### config.mk
export PLATFORM = sky130hd
export DESIGN_NAME = abh_unit
export DESIGN_NICKNAME = d
export VERILOG_FILES = /design/src/rtl/abh_unit.sv
export SDC_FILE = /design/constraint.sdc
export NUM_CORES = 1
export LEC_CHECK = 0
export CAP_MARGIN = 20
export CORE_UTILIZATION = 45
export CTS_CLUSTER_DIAMETER = 50
export DETAILED_ROUTE_END_ITERATION = 12
export HOLD_SLACK_MARGIN = 0.08
export PLACE_DENSITY_LB_ADDON = 0.15
export SLEW_MARGIN = 40
export SYNTH_ARGS = -nofsm -noshare
export SYNTH_HDL_FRONTEND = slang
export SYNTH_SLANG_ARGS = --single-unit
### constraint.sdc
create_clock -name clk -period 4.8 [get_ports clk]
set_input_delay 0.72 -clock clk [delete_from_list [all_inputs] [get_ports clk]]
set_output_delay 0.72 -clock clk [all_outputs]
set_load 0.005 [all_outputs]
### src/rtl/abh_unit.sv
// rtl/abh_unit.sv - Address-bus-high stage: ADH select, ABH/PCH registers, deferred page-cross carry.
module abh_unit (
    input  logic       clk,
    input  logic       RST,
    input  logic       rdy,
    input  logic       CI,
    input  logic       pcl_co,
    input  logic       bsign,
    input  logic [7:0] DB,
    input  logic [2:0] op,
    input  logic       defer,
    input  logic       ld_ahh,
    input  logic       ld_pc,
    input  logic       inc_pc,
    output logic [7:0] ADH,
    output logic [7:0] ABH,
    output logic [7:0] PCH,
    output logic       fixup
);

    typedef enum logic [2:0] {
        OP_STAY   = 3'b000,
        OP_PC     = 3'b001,
        OP_INDEX  = 3'b010,
        OP_DB     = 3'b011,
        OP_ZP     = 3'b100,
        OP_STACK  = 3'b101,
        OP_VECTOR = 3'b110,
        OP_BRANCH = 3'b111
    } adh_op_t;

    logic [7:0] ahh;
    logic       pend;
    logic       c;
    logic       pend_set;
    logic [7:0] pc_inc;
    adh_op_t    op_sel;

    assign op_sel = adh_op_t'(op);
    assign c      = defer ? 1'b0 : CI;

    // The carry is withheld only when it would have rippled into the high byte
    // of an indexed/stay address; the next cycle then applies it as ABH+1.
    assign pend_set = !pend && defer && CI && ((op_sel == OP_STAY) || (op_sel == OP_INDEX));
    assign pc_inc   = {7'b0, inc_pc & pcl_co};

    always_comb begin
        ADH = 8'h00;
        if (pend) begin
            ADH = ABH + 8'h01;
        end else begin
            unique case (op_sel)
                OP_STAY:   ADH = ABH + {7'b0, c};
                OP_PC:     ADH = PCH;
                OP_INDEX:  ADH = ahh + {7'b0, c};
                OP_DB:     ADH = DB + {7'b0, c};
                OP_ZP:     ADH = 8'h00;
                OP_STACK:  ADH = 8'h01;
                OP_VECTOR: ADH = 8'hFF;
                OP_BRANCH: ADH = ABH + {8{bsign}} + {7'b0, CI};
                default:   ADH = 8'h00;
            endcase
        end
    end

    // PCH samples the current ABH, so a load during fixup sees the pre-fixup page.
    always_ff @(posedge clk or posedge RST) begin
        if (RST) begin
            ahh  <= 8'h00;
            ABH  <= 8'h00;
            PCH  <= 8'h00;
            pend <= 1'b0;
        end else if (rdy) begin
            if (ld_ahh) begin
                ahh <= DB;
            end
            if (ld_pc) begin
                PCH <= ABH + pc_inc;
            end
            ABH  <= ADH;
            pend <= pend_set;
        end
    end

    assign fixup = pend;

endmodule

==> results of run 1 <==
worst max-delay path: stages:
cell and delay, ns:
clkdlybuf4s50_1 0.71, fa_1 0.29, inv_1 0.06, fa_1 0.40, nor2b_1 0.19, o31a_1 0.17, o22ai_1 0.10, xor2_1 0.15
o21a_1 0.19, a22oi_2 0.21, clkdlybuf4s50_1 0.53
final timing paths:
path / from / end / slack (ns) / depth (start not counted)
worst max-delay path: bsign / ADH[6] / 0.35 / 11
worst min-delay path: ahh[5] / ahh[5] / 0.51 / 1
worst max register to register: ABH[0] / ABH[6] / 2.25 / 11
worst min register to register: ahh[5] / ahh[5] / 0.51 / 1
max in group asynchronous: RST / PCH[6] / 3.62 / 2
min in group asynchronous: RST / ABH[0] / 0.80 / 2
flip-flops by register name, indices dropped and copies added, names as in the netlist:
name	count
ahh	8
PCH	8
ABH	8
fixup	1
final cells by class:
| cell class | instances | share of cell area |
|---|---|---|
| sequential | 25 | 0.231 |
| inverter | 8 | 0.0111 |
| clock buffer | 3 | 0.0152 |
| clock inverter | 1 | 0.00185 |
| multi-input combinational | 200 | 0.536 |
| timing repair buffer | 50 | 0.180 |
| tap | 54 | 0.0249 |
cells in the final DEF, fill, tap and decap left out, types with 7 or more instances in the layout:
cell type / instances
xor2_1: 9
o21ai_0: 22
mux2i_1: 7
a21oi_1: 19
nor2_1: 18
clkdlybuf4s50_1: 45
inv_1: 7
dfrtp_1: 25
ha_1: 11
nand2_1: 24
mux2_2: 19
nand3_1: 10
xnor2_1: 11
logic make-up after synthesis:
kind of cell             synth area share
AO/OA/AOI/OAI                       0.186
XOR/XNOR                           0.0799
adder cells (fa/ha/maj)            0.0811
buffers and inverters              0.0514
flip-flops                          0.285
multiplexers                        0.156
AND/OR/NAND/NOR                     0.160
where the power goes:
part / switching (W) / leakage (nW) / internal, W
Clock: 0.0000701 / 0.0255 / 0.0000582
Sequential: 0.0000728 / 0.305 / 0.000255
Combinational: 0.000216 / 0.782 / 0.000259
per-stage QoR:
step	power [W]	setup slack [ns]	cell area [sq um]	hold slack, ns	util
6_report	0.000931	0.355	2710	0.512	0.578
2_1_floorplan	0.000593	1.76	2190	0.475	-
5_1_grt	0.000998	0.213	2710	0.532	0.578
4_1_cts	0.000939	0.329	2710	0.516	0.578
3_3_place_gp	0.000805	0.435	2670	0.484	0.568
3_5_place_dp	0.000805	0.338	2670	0.493	0.568
per-layer routing:
metal,part of all wire,GRT usage
met5,0,0
met4,0.012,0.0610
met3,0.035,0.0253
met2,0.47,0.376
met1,0.48,0.336
==> flow_summary.toml, run 1 <==
[status]
status = "complete, no violations"

[logic_synthesis]
synth_cell_types = 46
synth_commonest_cells = "dfrtp_1, nand2_1, o21ai_0"
syn-num-nets = 282
synth.yosys.seq_area_share = 0.285
synth_top_area_cell = "dfrtp_1"
syn_area_sq_mm = 0.00219
async_flop_share = 1.00
synthesis.instances = 248
synth.top_cells.by_area = "dfrtp_1, mux2_2, ha_1, o21ai_0, xnor2_1"
yosysTopAreaCellShare = 0.285
synthFlopType = "dfrtp_1"
syn_area_per_cell_sq_um = 8.84
synth_most_common_cell = "dfrtp_1"
yosys_warnings = 0
ys_ff_latch = 25
synth_edf_count = 0

[global_routing]
gr-total-overflow = 0
grt_start_max_net_pins = 26
grt_pass1_vias = 1793
grtUsageTotal = 0.234
antenna_found_initial = 0
grt_first_pass_wirelength_mm = 9.21

[clocking]
h-tree-depth = 1
cts_tree = "done"
cts_hold_buf = 0
clkLatencyLatePin_ns = 0.27
cts_buffers = 3
post_cts_buffers = 0
clock-sinks = 25
clkTransAtPathRegs_ns = 0.09
ctsResizeCount = 0
clockBufferDepth = 2
root_buffer = "clkbuf_8"

[timing]
hold_viol = 0
final_max_slew_viol_count = 0
clock-skew-final_ns = 0.00659
min_period_ns = 4.45
rsz0062_at_grt = "no"
tightest_slew_ns = 0.592
period_share = 0.926
relSlewSlack = 0.604
setup_viol_count_final = 0
fmax_mhz = 225
fin_setup_tns_ns = 0

[routing]
vias_per_cell = 5.63
first_iter_violations = 136
wl_per_cell_microns = 16.8
dr.pass1.iters = 4
via_count = 1919
drtAntennaViolNets = 0
drc = 0
wirelength_mm = 5.72

[critical_path]
path_max_fanout = 9
end_kind = "output pin"
critical_path_class = "in2out"
startpoint_type = "input pin"
required_ns = 4.08
critPathArrivalTime_ns = 3.73

[floorplan]
dieArea_sq_mm = 0.00515
fp.coreArea_sq_mm = 0.00469
die-width_microns = 71.8
die_h_microns = 71.8
start_util = 0.467
io_pins = 46
rows = 25

[layout]
synthToLayoutAreaGrowth_pct = 23.7
layout-drive-gt1-share = 0.150
antenna_cells = 0
multiInputGateArea_sq_mm = 0.00145
fillers = 426
fin_cells = 341
seqCellArea_sq_um = 626
fin_nets = 322

[pwr]
p_per_area_mw_per_mm2 = 343
peakVddDrop_v = 0.000234
cellLeakagePower_nw = 1.11

[placed_design]
place_congestion = 0.958
place_inst = 337
post-dp-hpwl_mm = 4.41
port_buffers = 45

[worst_hold_path]
hp-class = "reg2reg"

[job]
max_cap_viol_count = 0
No activity file was read; power rests on OpenSTA's default activity.
==> inputs of run 2 (changes only) <==
- CTS_BUF_LIST: default -> sky130_fd_sc_hd__clkbuf_8
==> results of run 2 <==
Same layout as run 1: the final DEF is identical, and so are final timing and power.
==> inputs of run 3 (changes only) <==
==> constraint.sdc (replaced) <==
create_clock -name clk -period 5.1 [get_ports clk]
set_input_delay 0.765 -clock clk [delete_from_list [all_inputs] [get_ports clk]]
set_output_delay 0.765 -clock clk [all_outputs]
set_load 0.02 [all_outputs]
==> run 3 against run 2 <==
Effect of this change:
- non-clock buffer count is 2 lower
- wire length up 1.4%
- worst setup slack better by 0.13 ns
- clock power about the same
- via count increased by 1.1%
- die area stayed put
==> flow_summary.toml, run 3 (synthesis results as in run 1) <==
[floorplan]
dieArea_sq_mm = 0.00515
rows = 25
die-width_microns = 71.8
start_util = 0.467
die_h_microns = 71.8
io_pins = 46
fp.coreArea_sq_mm = 0.00469

[clocking]
cts_hold_buf = 0
clock-sinks = 25
ctsResizeCount = 0
post_cts_buffers = 0
clockBufferDepth = 2
h-tree-depth = 1
cts_buffers = 3
clkTransAtPathRegs_ns = 0.09
cts_tree = "done"
root_buffer = "clkbuf_8"
clkLatencyLatePin_ns = 0.28

[pwr]
cellLeakagePower_nw = 1.10
p_int_w = 0.000536
comb_power_share = 0.528
clkPwrFrac = 0.133
p_sw_frac = 0.427
switching_power_w = 0.000399
p_per_area_mw_per_mm2 = 347
seqPwrFrac = 0.338
peakVddDrop_v = 0.000158

[timing]
min_period_ns = 4.61
rsz0062_at_grt = "no"
clock-skew-final_ns = 0.00821
relSlewSlack = 0.608
fin_setup_tns_ns = 0
fmax_mhz = 217
period_share = 0.905
final_max_slew_viol_count = 0
setup_viol_count_final = 0
tightest_slew_ns = 0.586
hold_viol = 0

[global_routing]
antenna_found_initial = 0
grt_pass1_vias = 1781
grt_start_max_net_pins = 26
grt_first_pass_wirelength_mm = 8.98
gr-total-overflow = 0
grtUsageTotal = 0.232

[critical_path]
rrSetupSlack_ns = 2.50
end_kind = "output pin"
r2r_end = "ABH[6]"
path_max_fanout = 9
critPathArrivalTime_ns = 3.85
startpoint_type = "input pin"
timing.rr.start = "ABH[0]"
critical_path_class = "in2out"
required_ns = 4.34
reg2regPathDepth = 10

[worst_hold_path]
hold_start = "ahh[6]"
min_path_cells = 1
hp-class = "reg2reg"
worstHoldEndpoint = "ahh[6]"

[job]
max_cap_viol_count = 0

[layout]
mostFrequentLayoutCells = "clkdlybuf4s50_1, dfrtp_1, nand2_1, o21ai_0"
design_area_sq_mm = 0.00270
final_util = 0.574
fin_nets = 320
largest_registers = "ABH x8, PCH x8, ahh x8"
synthToLayoutAreaGrowth_pct = 22.9
layout-drive-gt1-share = 0.140
antenna_cells = 0
layout_commonest_cell = "clkdlybuf4s50_1"

[status]
status = "complete, no violations"

[placed_design]
dpl_cell_area_sq_mm = 0.00265
place_congestion = 0.963
port_buffers = 45
post-dp-hpwl_mm = 4.34

[routing]
dr.pass1.iters = 6
wl_per_cell_microns = 17.1
wirelength_mm = 5.80
drtAntennaViolNets = 0
first_iter_violations = 154
via_count = 1941
drc = 0
vias_per_cell = 5.73
## run 3: power by group through the flow
stage | sequential (W) | clock, W | combinational (W)
floorplan | 0.000320 | 0 | 0.000294
CTS | 0.000317 | 0.000127 | 0.000494
finish | 0.000317 | 0.000125 | 0.000494
global placement | 0.000322 | 0 | 0.000491
detailed placement | 0.000322 | 0 | 0.000490
global route | 0.000323 | 0.000133 | 0.000535
## run 3: worst max path at each step
| stage | from | cells after the start | end | slack [ns] |
|---|---|---|---|---|
| 5_1_grt | bsign | 10 | ADH[7] | 0.24 |
| 4_1_cts | bsign | 11 | ADH[6] | 0.46 |
| 2_1_floorplan | op[0] | 10 | ADH[1] | 1.79 |
| 3_5_place_dp | bsign | 11 | ADH[6] | 0.47 |
| 3_3_place_gp | bsign | 11 | ADH[6] | 0.55 |
| 6_report | bsign | 11 | ADH[6] | 0.49 |
## run 3: area by class of cell
type,instances,area [sq um]
well taps,54,67.6
fillers,418,2000
clock buffers,3,41.3
flip-flops and latches,25,626
clock inverters,1,3.75
repair buffers,48,473
inverters,8,30.0
multi-input cells,200,1450
## run 3: worst max-delay path, stage by stage
cell and delay, ns:
clkdlybuf4s50_1 0.70, fa_1 0.30, inv_1 0.06, fa_1 0.40, nor2b_1 0.17, o31a_1 0.16
o22ai_1 0.09, xor2_1 0.15, o21a_1 0.19, a22oi_2 0.21, clkdlybuf4s50_1 0.64
## run 3: stage by stage
step	instances	hold WS [ns]	setup slack [ns]	total power, W
global route	339	0.536	0.238	0.000991
floorplan	248	0.475	1.79	0.000615
global placement	335	0.483	0.551	0.000813
finish	339	0.507	0.485	0.000935
CTS	339	0.514	0.464	0.000938
detailed placement	335	0.493	0.473	0.000811
## run 3: routing by layer
metal	part of all wire	vias up	global-route usage	wire, microns
met2	0.46	72	0.381	2660
li1	-	953	-	-
met1	0.45	905	0.312	2610
met3	0.065	11	0.0295	375
met5	0	-	0	0
met4	0.025	0	0.0893	145
==> patch 1, RTL diff (config.mk and constraints of run 3) <==
Remove the case item `OP_STAY` of the case on `op_sel`.
--- a/src/rtl/abh_unit.sv
+++ b/src/rtl/abh_unit.sv
@@ -50,7 +50,6 @@
             ADH = ABH + 8'h01;
         end else begin
             unique case (op_sel)
-                OP_STAY:   ADH = ABH + {7'b0, c};
                 OP_PC:     ADH = PCH;
                 OP_INDEX:  ADH = ahh + {7'b0, c};
                 OP_DB:     ADH = DB + {7'b0, c};
Behaviour: not the same (a bounded check fails within 4 cycles, from zero or initial values and one cycle with RST high).
==> patch 1 against run 3 <==
Non-clock buffer count did not move; sequential cell count stayed put; routed wire length up 2.1%; sequential share of layout area is essentially flat; cell area is 0.19% higher; power shrank 17%; synthesized area shrank 1.1%; setup slack better by 21 ps; critical path type unchanged; largest cell class unchanged.
==> patch 1: results (changes against run 3) <==
status = completed (unchanged)
Yosys cell types = 50 (was 46)
PortBufs = 45 (unchanged)
reg2reg setup slack = 2790 ps (was 2500 ps)
hpwl dp = 4560 um (was 4340 um)
CTS Buffer Depth = 2 (unchanged)
Syn Nets = 288 (was 282)
synthesized-area fraction occupied by ao, oa, aoi and oai cells = 20.1% (was 18.6%)
sequential fraction of the synthesis area = 28.9% (was 28.5%)
post-synthesis cell count = 254 (was 248)
Initial DRT Pass Iterations = 4 (was 6)
hold path startpoint = ahh[0] (was ahh[6])
Pleak = 1.11 nW (was 1.10 nW)
multiplexer share of the synthesized area = 8.25% (was 15.6%)
clock-pin slew on the worst setup and hold paths = 90 ps (about the same)
wire length per cell after detailed routing = 17.1 um (about the same)
first-pass GRT wire length = 9770 um (was 8980 um)
biggest regs = ABH: 8 flops, PCH: 8 flops, ahh: 8 flops (unchanged)
Hold Path Depth = 1 (unchanged)
Tot GR Track Use = 24.8% (was 23.2%)
PostCTS Resize Cnt = 0 (unchanged)
Slew @ Worst Pin = 573 ps (was 586 ps)
Vias = 2021 (was 1941)
DR iter-0 viols = 138 (was 154)
non-filler cells, final = 346 (was 339)
H-Tree Depth = 1 (unchanged)
dpl cell area = 2660 um^2 (was 2650 um^2)
Layout Skew = 9.05 ps (was 8.21 ps)
DP Cell Count = 342 (was 335)
Post-Synth Adder-Cell Area = 8.19% (was 8.11%)
launching point of the worst reg2reg path = ABH[3] (was ABH[0])
pre-CTS WS = 502 ps (was 473 ps)
ant diodes = 0 (unchanged)
Post-synth top flop = dfrtp_1 (unchanged)
Net count, final = 329 (was 320)
Critical R2R Capture = ABH[7] (was ABH[6])
layout cell share with drive strength beyond 1 = 9.18% (was 14.0%)
Commonest cells post-synth = 26 x nand2_1, 25 x dfrtp_1, 20 x nor2_1 (was 25 x dfrtp_1, 24 x nand2_1, 22 x o21ai_0)
CP max FO = 7 (was 9)
vias in the first global route = 1916 (was 1781)
Peak VDD IR = 207 uV (was 158 uV)
post-synthesis xor/xnor area fraction = 10.1% (was 7.99%)
Clock Latency Late Sink = 270 ps
GPL Wtd Cong = 0.944 (was 0.963)
reg2reg path depth = 7 (was 10)
Post-synth ARST share = 100% (unchanged)
ranking of synthesized cells by area = dfrtp_1 29%, ha_1 6.3%, mux2_2 5.7% (was dfrtp_1 29%, mux2_2 9.8%, ha_1 6.3%)
worst hold path endpoint = ahh[0] (was ahh[6])
-- patch 1: cell count changes in the layout (fill, tap and decap cells not counted), sizes merged, moves of 4 or more --
cell,change
mux2,-10
nand3,+9
mux2i,-4
nand2b,-4
-- patch 1: final cells by class --
cell class / instances / area [um^2]
inverters: 9 / 33.8
repair buffers: 48 / 473
multi-input cells: 208 / 1460
well taps: 52 / 65.1
flip-flops and latches: 25 / 626
fillers: 419 / 1800
clock buffers: 3 / 41.3
clock inverters: 1 / 3.75
-- patch 1: worst max-delay path, cell delays in order --
cell	delay, ps
clkdlybuf4s50_1	470
nand3b_4	190
mux2_2	350
ha_1	260
ha_1	280
nand3_1	130
xnor2_1	130
nor2_1	50
a21oi_1	120
o221ai_1	180
a22oi_1	240
clkdlybuf4s50_1	650
-- patch 1: how the worst max path moves through the flow --
stage | start | to | slack, ps | depth (start not counted)
detailed placement | op[2] | ADH[4] | 500 | 12
global placement | op[2] | ADH[4] | 580 | 12
floorplan | op[0] | ADH[4] | 1550 | 11
CTS | op[2] | ADH[4] | 500 | 12
global route | bsign | ADH[6] | 300 | 11
finish | op[2] | ADH[4] | 510 | 12
-- patch 1: logic make-up after synthesis --
family,after synthesis
XOR/XNOR,25
adder cells (fa/ha/maj),13
buffers and inverters,21
AO/OA/AOI/OAI,66
AND/OR/NAND/NOR,88
multiplexers,16
flip-flops,25
-- patch 1: where the power goes --
group          internal (mW)  switching, mW  total [mW]
Clock                 0.0540         0.0648       0.119
Sequential             0.233         0.0612       0.294
Combinational          0.179          0.183       0.362
Total                  0.466          0.309       0.775
-- patch 1: per-layer routing --
layer | vias up | global-route usage [%] | part of all wire [%]
met5 | - | 0 | 0
met1 | 953 | 36.5 | 49
met2 | 72 | 40.0 | 44
met3 | 4 | 2.11 | 5.8
li1 | 992 | - | -
met4 | 0 | 5.33 | 0.74
-- patch 1: through the flow --
step | utilization, % | hold WS (ps)
3_5_place_dp | 58.9 | 503
5_1_grt | 59.9 | 555
6_report | 59.9 | 524
3_3_place_gp | 58.9 | 506
2_1_floorplan | - | 474
4_1_cts | 59.9 | 525
==> patch 2, RTL diff (config.mk and constraints of run 3) <==
Made on the original files. Make the reset (`RST`) synchronous in one clocked block.
--- a/src/rtl/abh_unit.sv
+++ b/src/rtl/abh_unit.sv
@@ -64,7 +64,7 @@
     end
 
     // PCH samples the current ABH, so a load during fixup sees the pre-fixup page.
-    always_ff @(posedge clk or posedge RST) begin
+    always_ff @(posedge clk) begin
         if (RST) begin
             ahh  <= 8'h00;
             ABH  <= 8'h00;
Check against the original RTL: differs if RST is asserted again (counterexample within 4 cycles, from zero or initial values and one cycle with RST high); with RST held inactive, the same outputs for 10 cycles.
==> patch 2 against run 3 <==
Sequential cell count is the same; synthesized area decreased by 4.9%; routed wire length is 1.1% higher; core utilization increased by 1.5 points; cell area is 3.4% lower; die area down 4.8%; setup slack gained 37 ps.
Power is not compared: it rests on default switching activity, and its combinational part moved more than twofold at a synthesized area within 25%.
==> patch 2: results (changes against run 3) <==
status = completed (unchanged)
routed length on met2 = 2670 um (was 2660 um)
DR iter-0 viols = 146 (was 154)
Net count, final = 347 (was 320)
Initial DRT Pass Iterations = 5 (was 6)
largest net degree at the start of global routing = 29 (was 26)
worst hold path class = reg2reg (unchanged)
Post-Route WL = 5860 um (was 5800 um)
reg2reg path depth = 10 (unchanged)
slack of the critical path = 523 ps (was 485 ps)
Syn Nets = 311 (was 282)
wire length per cell after detailed routing = 16.1 um (was 17.1 um)
Slew @ Worst Pin = 542 ps (was 586 ps)
ranking of synthesized cells by area = dfxtp_1 24%, a21oi_1 7.4%, ha_1 6.6% (was dfrtp_1 29%, mux2_2 9.8%, ha_1 6.3%)
DP Cell Count = 360 (was 335)
Syn Area/Cell = 7.53 um^2 (was 8.84 um^2)
hpwl dp = 4200 um (was 4340 um)
M1 GR Usage = 34.7% (was 31.2%)
reg2reg setup slack = 2490 ps (was 2500 ps)
Pleak = 0.958 nW
met2 usage = 39.9% (was 38.1%)
post-synthesis xor/xnor area fraction = 7.56% (was 7.99%)
hold path startpoint = ahh[7] (was ahh[6])
Tot GR Track Use = 24.6% (was 23.2%)
metal3 WL = 302 um (was 375 um)
Final Instance Area = 2600 um^2 (was 2700 um^2)
synthesized-area fraction occupied by ao, oa, aoi and oai cells = 21.9% (was 18.6%)
critical path's slowest cell = clkdlybuf4s50_1 (unchanged)
worst hold path endpoint = ahh[7] (was ahh[6])
GPL Wtd Cong = 0.878 (was 0.963)
launching point of the worst reg2reg path = ABH[0] (unchanged)
Layout Skew = 5.76 ps (was 8.21 ps)
Critical R2R Capture = ABH[4] (was ABH[6])
Hold Slack = 460 ps (was 507 ps)
met3 global-route usage = 3.03% (was 2.95%)
layout cell share with drive strength beyond 1 = 6.73% (was 14.0%)
Post-synth ARST share = 0% (was 100%)
vias in the first global route = 1944 (was 1781)
Hold Path Depth = 2 (was 1)
Post-Synth Adder-Cell Area = 8.52% (was 8.11%)
clock-pin slew on the worst setup and hold paths = 100 ps
Yosys cell types = 47 (was 46)
sequential fraction of the synthesis area = 24.0% (was 28.5%)
Critical path destination = ADH[6] (unchanged)
Arrival @ worst endpoint = 3810 ps (was 3850 ps)
filler cell count = 442 (was 418)
Commonest cells post-synth = 31 x a21oi_1, 28 x nand2_1, 26 x nor2_1 (was 25 x dfrtp_1, 24 x nand2_1, 22 x o21ai_0)
Vias = 2088 (was 1941)
DRT met1 WL = 2810 um (was 2610 um)
multiplexer share of the synthesized area = 9.84% (was 15.6%)
pre-CTS WS = 552 ps (was 473 ps)
==> patch 2: cell types whose count changed after synthesis, moves of 4 or more <==
cell             run 3  this run
a21oi_1             19        31
a311oi_1             0         4
clkbuf_1             9        15
dfrtp_1             25         0
dfxtp_1              0        25
mux2_2              19         4
mux2i_1              7        13
nand2_1             24        28
nand3_1             10        17
nor2_1              18        26
o21a_1               5         1
xnor2_1             11         7
==> patch 2: worst min-delay path, stage by stage, from the launching register on <==
cell	delay, ps
dfxtp_1	320
nand2_1	50
a21oi_1	50
==> patch 2: area by class of cell <==
cell class | instances | area share, %
Multi-Input combinational cell | 225 | 56.5
Sequential cell | 25 | 19.3
Timing Repair Buffer | 51 | 18.8
Tap cell | 52 | 2.50
Clock buffer | 3 | 1.59
Inverter | 7 | 1.01
Clock inverter | 1 | 0.288
==> patch 2: logic make-up after synthesis <==
logic type      Yosys count
simple gates             99
compound gates           76
buf+inv                  27
flops                    25
mux                      19
xor+xnor                 18
fa+ha+maj                13
